`src/rtl/rv32i_pkg.sv`:
```
// rtl/rv32i_pkg.sv - shared RV32I load/store definitions
// Purpose: FSM state encoding for the load/store unit, funct3 access codes,
//          and small decode helpers for op legality and alignment.
// Ports:   none (package).
package rv32i_pkg;

  typedef enum logic [1:0] {
    ST_IDLE = 2'd0,
    ST_REQ  = 2'd1,
    ST_DONE = 2'd2
  } lsu_state_t;

  localparam logic [2:0] F3_LB  = 3'b000;
  localparam logic [2:0] F3_LH  = 3'b001;
  localparam logic [2:0] F3_LW  = 3'b010;
  localparam logic [2:0] F3_LBU = 3'b100;
  localparam logic [2:0] F3_LHU = 3'b101;
  localparam logic [2:0] F3_SB  = 3'b000;
  localparam logic [2:0] F3_SH  = 3'b001;
  localparam logic [2:0] F3_SW  = 3'b010;

  // Neither or both of load/store, or a funct3 with no RV32I meaning.
  function automatic logic op_illegal(input logic ld, input logic st,
                                      input logic [2:0] f3);
    if (ld == st) return 1'b1;
    if (ld) return (f3 == 3'b011) || (f3 == 3'b110) || (f3 == 3'b111);
    return (f3 >= 3'b011);
  endfunction

  // Only meaningful for legal ops; f3[1:0] gives the size for both loads and stores.
  function automatic logic op_misaligned(input logic [2:0] f3, input logic [1:0] a);
    case (f3[1:0])
      2'b01:   return a[0];
      2'b10:   return (a != 2'b00);
      default: return 1'b0;
    endcase
  endfunction

endpackage

```
`src/rtl/lsu_align.sv`:
```
// rtl/lsu_align.sv - store lane steering and load extract/extend
// Purpose: combinational formatting between the 32-bit bus and the core.
// Ports:
//   funct3  in  3   access size/sign
//   lane    in  2   byte offset within the word
//   st_data in  32  store data from rs2
//   rdata   in  32  raw bus read data
//   wdata   out 32  lane-replicated store data
//   wstrb   out 4   byte strobes for the store size/lane
//   ld_val  out 32  extracted and extended load value
module lsu_align
  import rv32i_pkg::*;
(
  input  logic [2:0]  funct3,
  input  logic [1:0]  lane,
  input  logic [31:0] st_data,
  input  logic [31:0] rdata,
  output logic [31:0] wdata,
  output logic [3:0]  wstrb,
  output logic [31:0] ld_val
);

  logic [7:0]  byte_sel;
  logic [15:0] half_sel;

  always_comb begin
    byte_sel = rdata[7:0];
    case (lane)
      2'd1:    byte_sel = rdata[15:8];
      2'd2:    byte_sel = rdata[23:16];
      2'd3:    byte_sel = rdata[31:24];
      default: byte_sel = rdata[7:0];
    endcase
    // lane[0] is ignored for halfwords; misaligned halves are trapped upstream if enabled.
    half_sel = lane[1] ? rdata[31:16] : rdata[15:0];
  end

  always_comb begin
    wdata = 32'h0;
    wstrb = 4'h0;
    case (funct3)
      F3_SB: begin
        wdata = {4{st_data[7:0]}};
        wstrb = 4'b0001 << lane;
      end
      F3_SH: begin
        wdata = {2{st_data[15:0]}};
        wstrb = lane[1] ? 4'b1100 : 4'b0011;
      end
      F3_SW: begin
        wdata = st_data;
        wstrb = 4'b1111;
      end
      default: ;
    endcase
  end

  always_comb begin
    ld_val = rdata;
    case (funct3)
      F3_LB:   ld_val = {{24{byte_sel[7]}}, byte_sel};
      F3_LBU:  ld_val = {24'h0, byte_sel};
      F3_LH:   ld_val = {{16{half_sel[15]}}, half_sel};
      F3_LHU:  ld_val = {16'h0, half_sel};
      F3_LW:   ld_val = rdata;
      default: ld_val = rdata;
    endcase
  end

endmodule

```
`src/rtl/load_store_unit.sv`:
```
// rtl/load_store_unit.sv - single-transaction RV32I load/store unit
// Purpose: runs one load or store on a ready-handshake bus and returns the
//          formatted load value. IDLE -> REQ -> DONE -> IDLE.
// Config:  LSU_MISALIGN_TRAP_EN - trap misaligned half/word accesses
//          (misalign=1, no bus access); undefined, misalign is always 0.
// Ports:
//   clk, rst_n            clock, async active-low reset
//   start                 1-cycle request, taken only in IDLE
//   is_load, is_store     op kind
//   funct3, addr, st_data access size/sign, effective address, rs2
//   mem_req/we/addr/wdata/wstrb  registered bus request
//   mem_rdata, mem_ready  bus response
//   busy, done            in-flight flag, 1-cycle completion pulse
//   ld_data, err, misalign  results, valid with done
module load_store_unit
  import rv32i_pkg::*;
#(
  parameter int TIMEOUT_CYC = 255
) (
  input  logic        clk,
  input  logic        rst_n,
  input  logic        start,
  input  logic        is_load,
  input  logic        is_store,
  input  logic [2:0]  funct3,
  input  logic [31:0] addr,
  input  logic [31:0] st_data,
  output logic        mem_req,
  output logic        mem_we,
  output logic [31:0] mem_addr,
  output logic [31:0] mem_wdata,
  output logic [3:0]  mem_wstrb,
  input  logic [31:0] mem_rdata,
  input  logic        mem_ready,
  output logic        busy,
  output logic        done,
  output logic [31:0] ld_data,
  output logic        err,
  output logic        misalign
);

  localparam int CW = $clog2(TIMEOUT_CYC);

  lsu_state_t    state_q, state_d;
  logic [CW-1:0] cnt_q;
  logic [2:0]    f3_q;
  logic [1:0]    lane_q;
  logic          load_q;

  logic          illegal;
  logic          trap_mis;
  logic          timeout;
  logic [2:0]    al_f3;
  logic [1:0]    al_lane;
  logic [31:0]   al_wdata;
  logic [3:0]    al_wstrb;
  logic [31:0]   al_ld_val;

  assign illegal = op_illegal(is_load, is_store, funct3);

`ifdef LSU_MISALIGN_TRAP_EN
  assign trap_mis = op_misaligned(funct3, addr[1:0]);
`else
  assign trap_mis = 1'b0;
`endif

  assign timeout = (cnt_q == CW'(TIMEOUT_CYC - 1));

  // One formatter is shared: in IDLE it steers the incoming store, in REQ it
  // extracts the load using the access shape captured at start.
  assign al_f3   = (state_q == ST_IDLE) ? funct3 : f3_q;
  assign al_lane = (state_q == ST_IDLE) ? addr[1:0] : lane_q;

  lsu_align u_align (
    .funct3  (al_f3),
    .lane    (al_lane),
    .st_data (st_data),
    .rdata   (mem_rdata),
    .wdata   (al_wdata),
    .wstrb   (al_wstrb),
    .ld_val  (al_ld_val)
  );

  always_ff @(posedge clk or negedge rst_n) begin
    if (!rst_n) state_q <= ST_IDLE;
    else        state_q <= state_d;
  end

  always_comb begin
    state_d = state_q;
    case (state_q)
      ST_IDLE: begin
        if (start) state_d = (illegal || trap_mis) ? ST_DONE : ST_REQ;
      end
      ST_REQ: begin
        // Ready and timeout together: ready wins, which the DONE transition covers.
        if (mem_ready || timeout) state_d = ST_DONE;
      end
      ST_DONE: state_d = ST_IDLE;
      default: state_d = ST_IDLE;
    endcase
  end

  // Handshake outputs are flops decoded from the next state so they line up
  // with the state register and clear the instant reset asserts.
  always_ff @(posedge clk or negedge rst_n) begin
    if (!rst_n) begin
      mem_req <= 1'b0;
      busy    <= 1'b0;
      done    <= 1'b0;
    end else begin
      mem_req <= (state_d == ST_REQ);
      busy    <= (state_d == ST_REQ);
      done    <= (state_d == ST_DONE);
    end
  end

  always_ff @(posedge clk or negedge rst_n) begin
    if (!rst_n) begin
      cnt_q     <= '0;
      f3_q      <= 3'b000;
      lane_q    <= 2'b00;
      load_q    <= 1'b0;
      mem_we    <= 1'b0;
      mem_addr  <= 32'h0;
      mem_wdata <= 32'h0;
      mem_wstrb <= 4'h0;
      ld_data   <= 32'h0;
      err       <= 1'b0;
      misalign  <= 1'b0;
    end else begin
      case (state_q)
        ST_IDLE: begin
          if (start) begin
            cnt_q    <= '0;
            ld_data  <= 32'h0;
            err      <= illegal;
            misalign <= !illegal && trap_mis;
            if (!illegal && !trap_mis) begin
              f3_q      <= funct3;
              lane_q    <= addr[1:0];
              load_q    <= is_load;
              mem_we    <= is_store;
              mem_addr  <= {addr[31:2], 2'b00};
              mem_wdata <= is_store ? al_wdata : 32'h0;
              mem_wstrb <= is_store ? al_wstrb : 4'h0;
            end
          end
        end
        ST_REQ: begin
          if (mem_ready) begin
            if (load_q) ld_data <= al_ld_val;
          end else if (timeout) begin
            err     <= 1'b1;
            ld_data <= 32'h0;
          end else begin
            cnt_q <= cnt_q + 1'b1;
          end
        end
        default: ;
      endcase
    end
  end

endmodule

```
`config.mk`:
```
export PLATFORM = sky130hd
export DESIGN_NAME = load_store_unit
export DESIGN_NICKNAME = d
export VERILOG_FILES = /design/src/rtl/rv32i_pkg.sv /design/src/rtl/lsu_align.sv /design/src/rtl/load_store_unit.sv
export SDC_FILE = /design/constraint.sdc
export NUM_CORES = 1
export LEC_CHECK = 0
export BUFFER_PORTS_ARGS = -buffer_cell sky130_fd_sc_hd__buf_2
export CORE_MARGIN = 10
export CORE_UTILIZATION = 35
export CTS_CLUSTER_DIAMETER = 150
export DETAILED_ROUTE_END_ITERATION = 7
export HOLD_SLACK_MARGIN = 0.08
export MAX_ROUTING_LAYER = met4
export PLACE_DENSITY = 0.6
export SYNTH_ARGS = -nofsm -noshare
export SYNTH_HDL_FRONTEND = slang
export SYNTH_HIERARCHICAL = 1
export SYNTH_SLANG_ARGS = --single-unit
```
`constraint.sdc`:
```
create_clock -name clk -period 2.5 [get_ports clk]
set_clock_uncertainty 0.15 [all_clocks]
set_input_delay 0.5 -clock clk [delete_from_list [all_inputs] [get_ports clk]]
set_output_delay 0.5 -clock clk [all_outputs]
set_load 0.1 [all_outputs]
```
==> impl_results.md <==
* Routed vias/inst at a little under 5
* TritonCTS clock tree: yes
* Vias in the first global route at ~5,400
* Critical Path RT at around 2.7 ns
* Hold Crit Start: addr[20]
* Final net count at approximately 930
* Setup ws final at around 0.18 ns
* Io pins at between 200 and 250
* Fillers at ~1,700
* DR DRC count at 0
* Reg clk slew, reported paths at 0.05 ns
* Post-synth cell types at 46
* Maximum VDD drop at 0.833 mV
* Final period utilization at slightly above 90%
* Initial antenna violation count at 2
* Avg Cell Area, Syn at approximately 9.8 um2
* Synth top area share at 48.8%
* EDFF count, synth at 0
* All-Layer GR Usage at between 10% and 20%
* Min-delay worst type: input pin to flip-flop
* Worst skew pair latency at 0.41 ns
* Asr flop ratio synth at 100%
* RePlAce Congestion at 0.871
* Setup CP Type: flip-flop to flip-flop
* Setup TNS at 0 ns
* Via Count at between 5,000 and 6,000
* R2R Path End: ld_data[22]$_DFFE_PN0P_
* # clock sinks at approximately 120
* DRT iter0 DRCs at 244
* Synth Flop Type: dfrtp_1
* FF-to-FF setup slack at roughly 0.18 ns
* Final wirelength at around 19,000 um
* Largest net degree at the start of global routing at 83
* FF-to-FF Start: state_q[1]$_DFF_PN0_
* CTS Root Buffer Type: clkbuf_16
* Max_slew headroom at 59.9%
* Min Tclk post-route at approximately 2.3 ns
* Pre-antenna DRT Iters at 5
* Synth area leaders: dfrtp_1 49%, nand2_1 8.5%, mux2_2 6.0%
* CTS max path bufs at 2
* Sequential share of the synthesized area at between 40% and 50%
* Worst R2R Path Depth at 9
* Drt wl/cell at 17.9 um
* Hold EP: mem_addr[20]$_DFFE_PN0P_
* Die area at between 20,000 and 25,000 um2
* Status: finished, final reports clean
* ANT nets after route at 0
* CTS H-tree lvls at 4
* Worst-path fanout max at 17
* RSZ-0062 raised after global routing: no
* Peak Freq at around 0.43 GHz
* Synth warn at 6
* Setup crit end kind: flip-flop
* Initial core utilization at around 35%
* Pleak at 4.06 nW
* Core ar. at 17,100 um2
* Final Hold Fails at 0
* Port bufs at around 210
* Area added between synthesis and finish at 31.5%
* Max Cap Viol at 0
* Worst Hold Depth at 2
* Dpl ws at ~0.19 ns
* #FFs+latches synth at around 120
* Syn Std Cell Area at just over 6000 um2
* Share of layout cells above drive strength 1 at 38.9%
* Final Max Slew Viols at 0
* Placed wire-length estimate at around 14,000 um
* Die height at roughly 150 um
* First-pass GRT wire length at between 20,000 and 30,000 um
* Gr ovfl total at 0
* Worst setup SP type: flip-flop
* CTS buffer count at 17
* Slew @ Worst Pin at approximately 0.60 ns
* Pwr Density at between 1000 and 1500 nW/um2
* Placement Rows at 48
* Horiz. Die Dim at approximately 150 um
* Synth Instances at between 600 and 700
* Final setup fails at 0
* Arrival time at the worst endpoint at between 2 and 2.5 ns
* Post-synth top area cell: dfrtp_1
[layout by cell type, fill, tap and decap left out, types with 5 or more instances in the layout]
master / instances
a22o_1: 34
nor2_1: 19
inv_1: 5
mux2_4: 15
mux2_2: 32
buf_4: 19
buf_2: 206
buf_12: 6
and2_1: 10
clkinv_2: 5
nand2_1: 137
nor3_1: 7
a21oi_1: 44
dfrtp_1: 118
clkbuf_16: 17
or2_2: 8
nor2b_1: 21
mux2i_1: 15
a21o_1: 5
o21ai_0: 56
[cells by family after synthesis]
logic type	synth area share, %
buf+inv	5.15
mux	12.2
simple gates	16.3
xor+xnor	0.145
flops	48.8
fa+ha+maj	0.413
compound gates	17.0
other cells	0.0620
[metrics by stage]
step | util [%] | power, mW | instance area [um2] | hold slack [ns] | std cells
after floorplan | - | 6.65 | 6060 | 0.0544 | 621
after global placement | 43.0 | 7.58 | 7360 | 0.309 | 1027
after detailed placement | 43.0 | 7.61 | 7360 | 0.318 | 1027
after CTS | 46.4 | 10.1 | 7950 | 0.145 | 1060
after global routing | 46.5 | 10.4 | 7960 | 0.147 | 1062
final | 46.5 | 9.97 | 7960 | 0.167 | 1062
[worst max path at each step]
| stage | start | endpoint |
|---|---|---|
| final | state_q[1]$_DFF_PN0_ | ld_data[22]$_DFFE_PN0P_ |
| after detailed placement | state_q[1]$_DFF_PN0_ | mem_wdata[9]$_DFFE_PN0P_ |
| after CTS | state_q[1]$_DFF_PN0_ | ld_data[4]$_DFFE_PN0P_ |
| after floorplan | state_q[0]$_DFF_PN0_ | ld_data[18]$_DFFE_PN0P_ |
| after global routing | state_q[1]$_DFF_PN0_ | ld_data[19]$_DFFE_PN0P_ |
| after global placement | state_q[1]$_DFF_PN0_ | ld_data[3]$_DFFE_PN0P_ |
[timing repair]
item | 4_1_cts | 5_1_grt
setup buffers | 0 | 0
hold endpoints to repair | 40 | 0
endpoints found under the setup margin | 0 | 5
hold buffers | 1 | 0
resized for setup | 0 | 3
[critical path: stages (launching register included)]
cell and delay [ns]:
dfrtp_1 0.37, nor2_1 0.11, buf_4 0.15, mux2_2 0.18, buf_4 0.26, nor2_2 0.07, buf_4 0.16, o211ai_4 0.41
nand2_1 0.12, a22o_1 0.22
[sequential cells by signal, indices dropped and copies added (netlist names), 2 cells and up]
signal / flops
cnt_q: 8
f3_q: 3
lane_q: 2
ld_data: 32
mem_addr: 30
mem_wdata: 32
mem_wstrb: 4
state_q: 2
[cell type report]
class	count	area, um2	share of cell area (%)
Sequential cell	118	2950	37.1
Clock inverter	9	100	1.26
Inverter	6	22.5	0.283
Antenna cell	2	5.00	0.0629
Tap cell	225	282	3.54
Clock buffer	23	478	6.01
Multi-Input combinational cell	447	2820	35.4
Timing Repair Buffer	232	1300	16.4
[synthesized netlist by cell type, drive strengths merged, types with 2 or more instances]
master and count:
nand2 137, dfrtp 118, o21ai 57, mux2 47, a21oi 45, a22o 34, buf 30, nor2b 23
nor2 21, clkbuf 20, mux2i 15, and2 10, or2 8, nor3 7, inv 6, a21o 5
a22oi 4, a311oi 3, o211ai 3, o21a 3, a21boi 2, ha 2, nand2b 2, nand3 2
or3 2
[routing by layer]
metal	vias to the layer above	global-route usage [%]	share of wire, %
met1	2419	21.1	44
li1	2542	-	-
met5	-	-	0
met3	22	5.26	6.3
met2	153	26.6	48
met4	0	6.01	1.6
[where the power goes]
part	total [mW]	switching, mW	internal (mW)
sequential	2.54	0.212	2.33
combinational	5.03	3.95	1.08
clock	2.40	0.864	1.54
(Power assumes the default switching activity.)
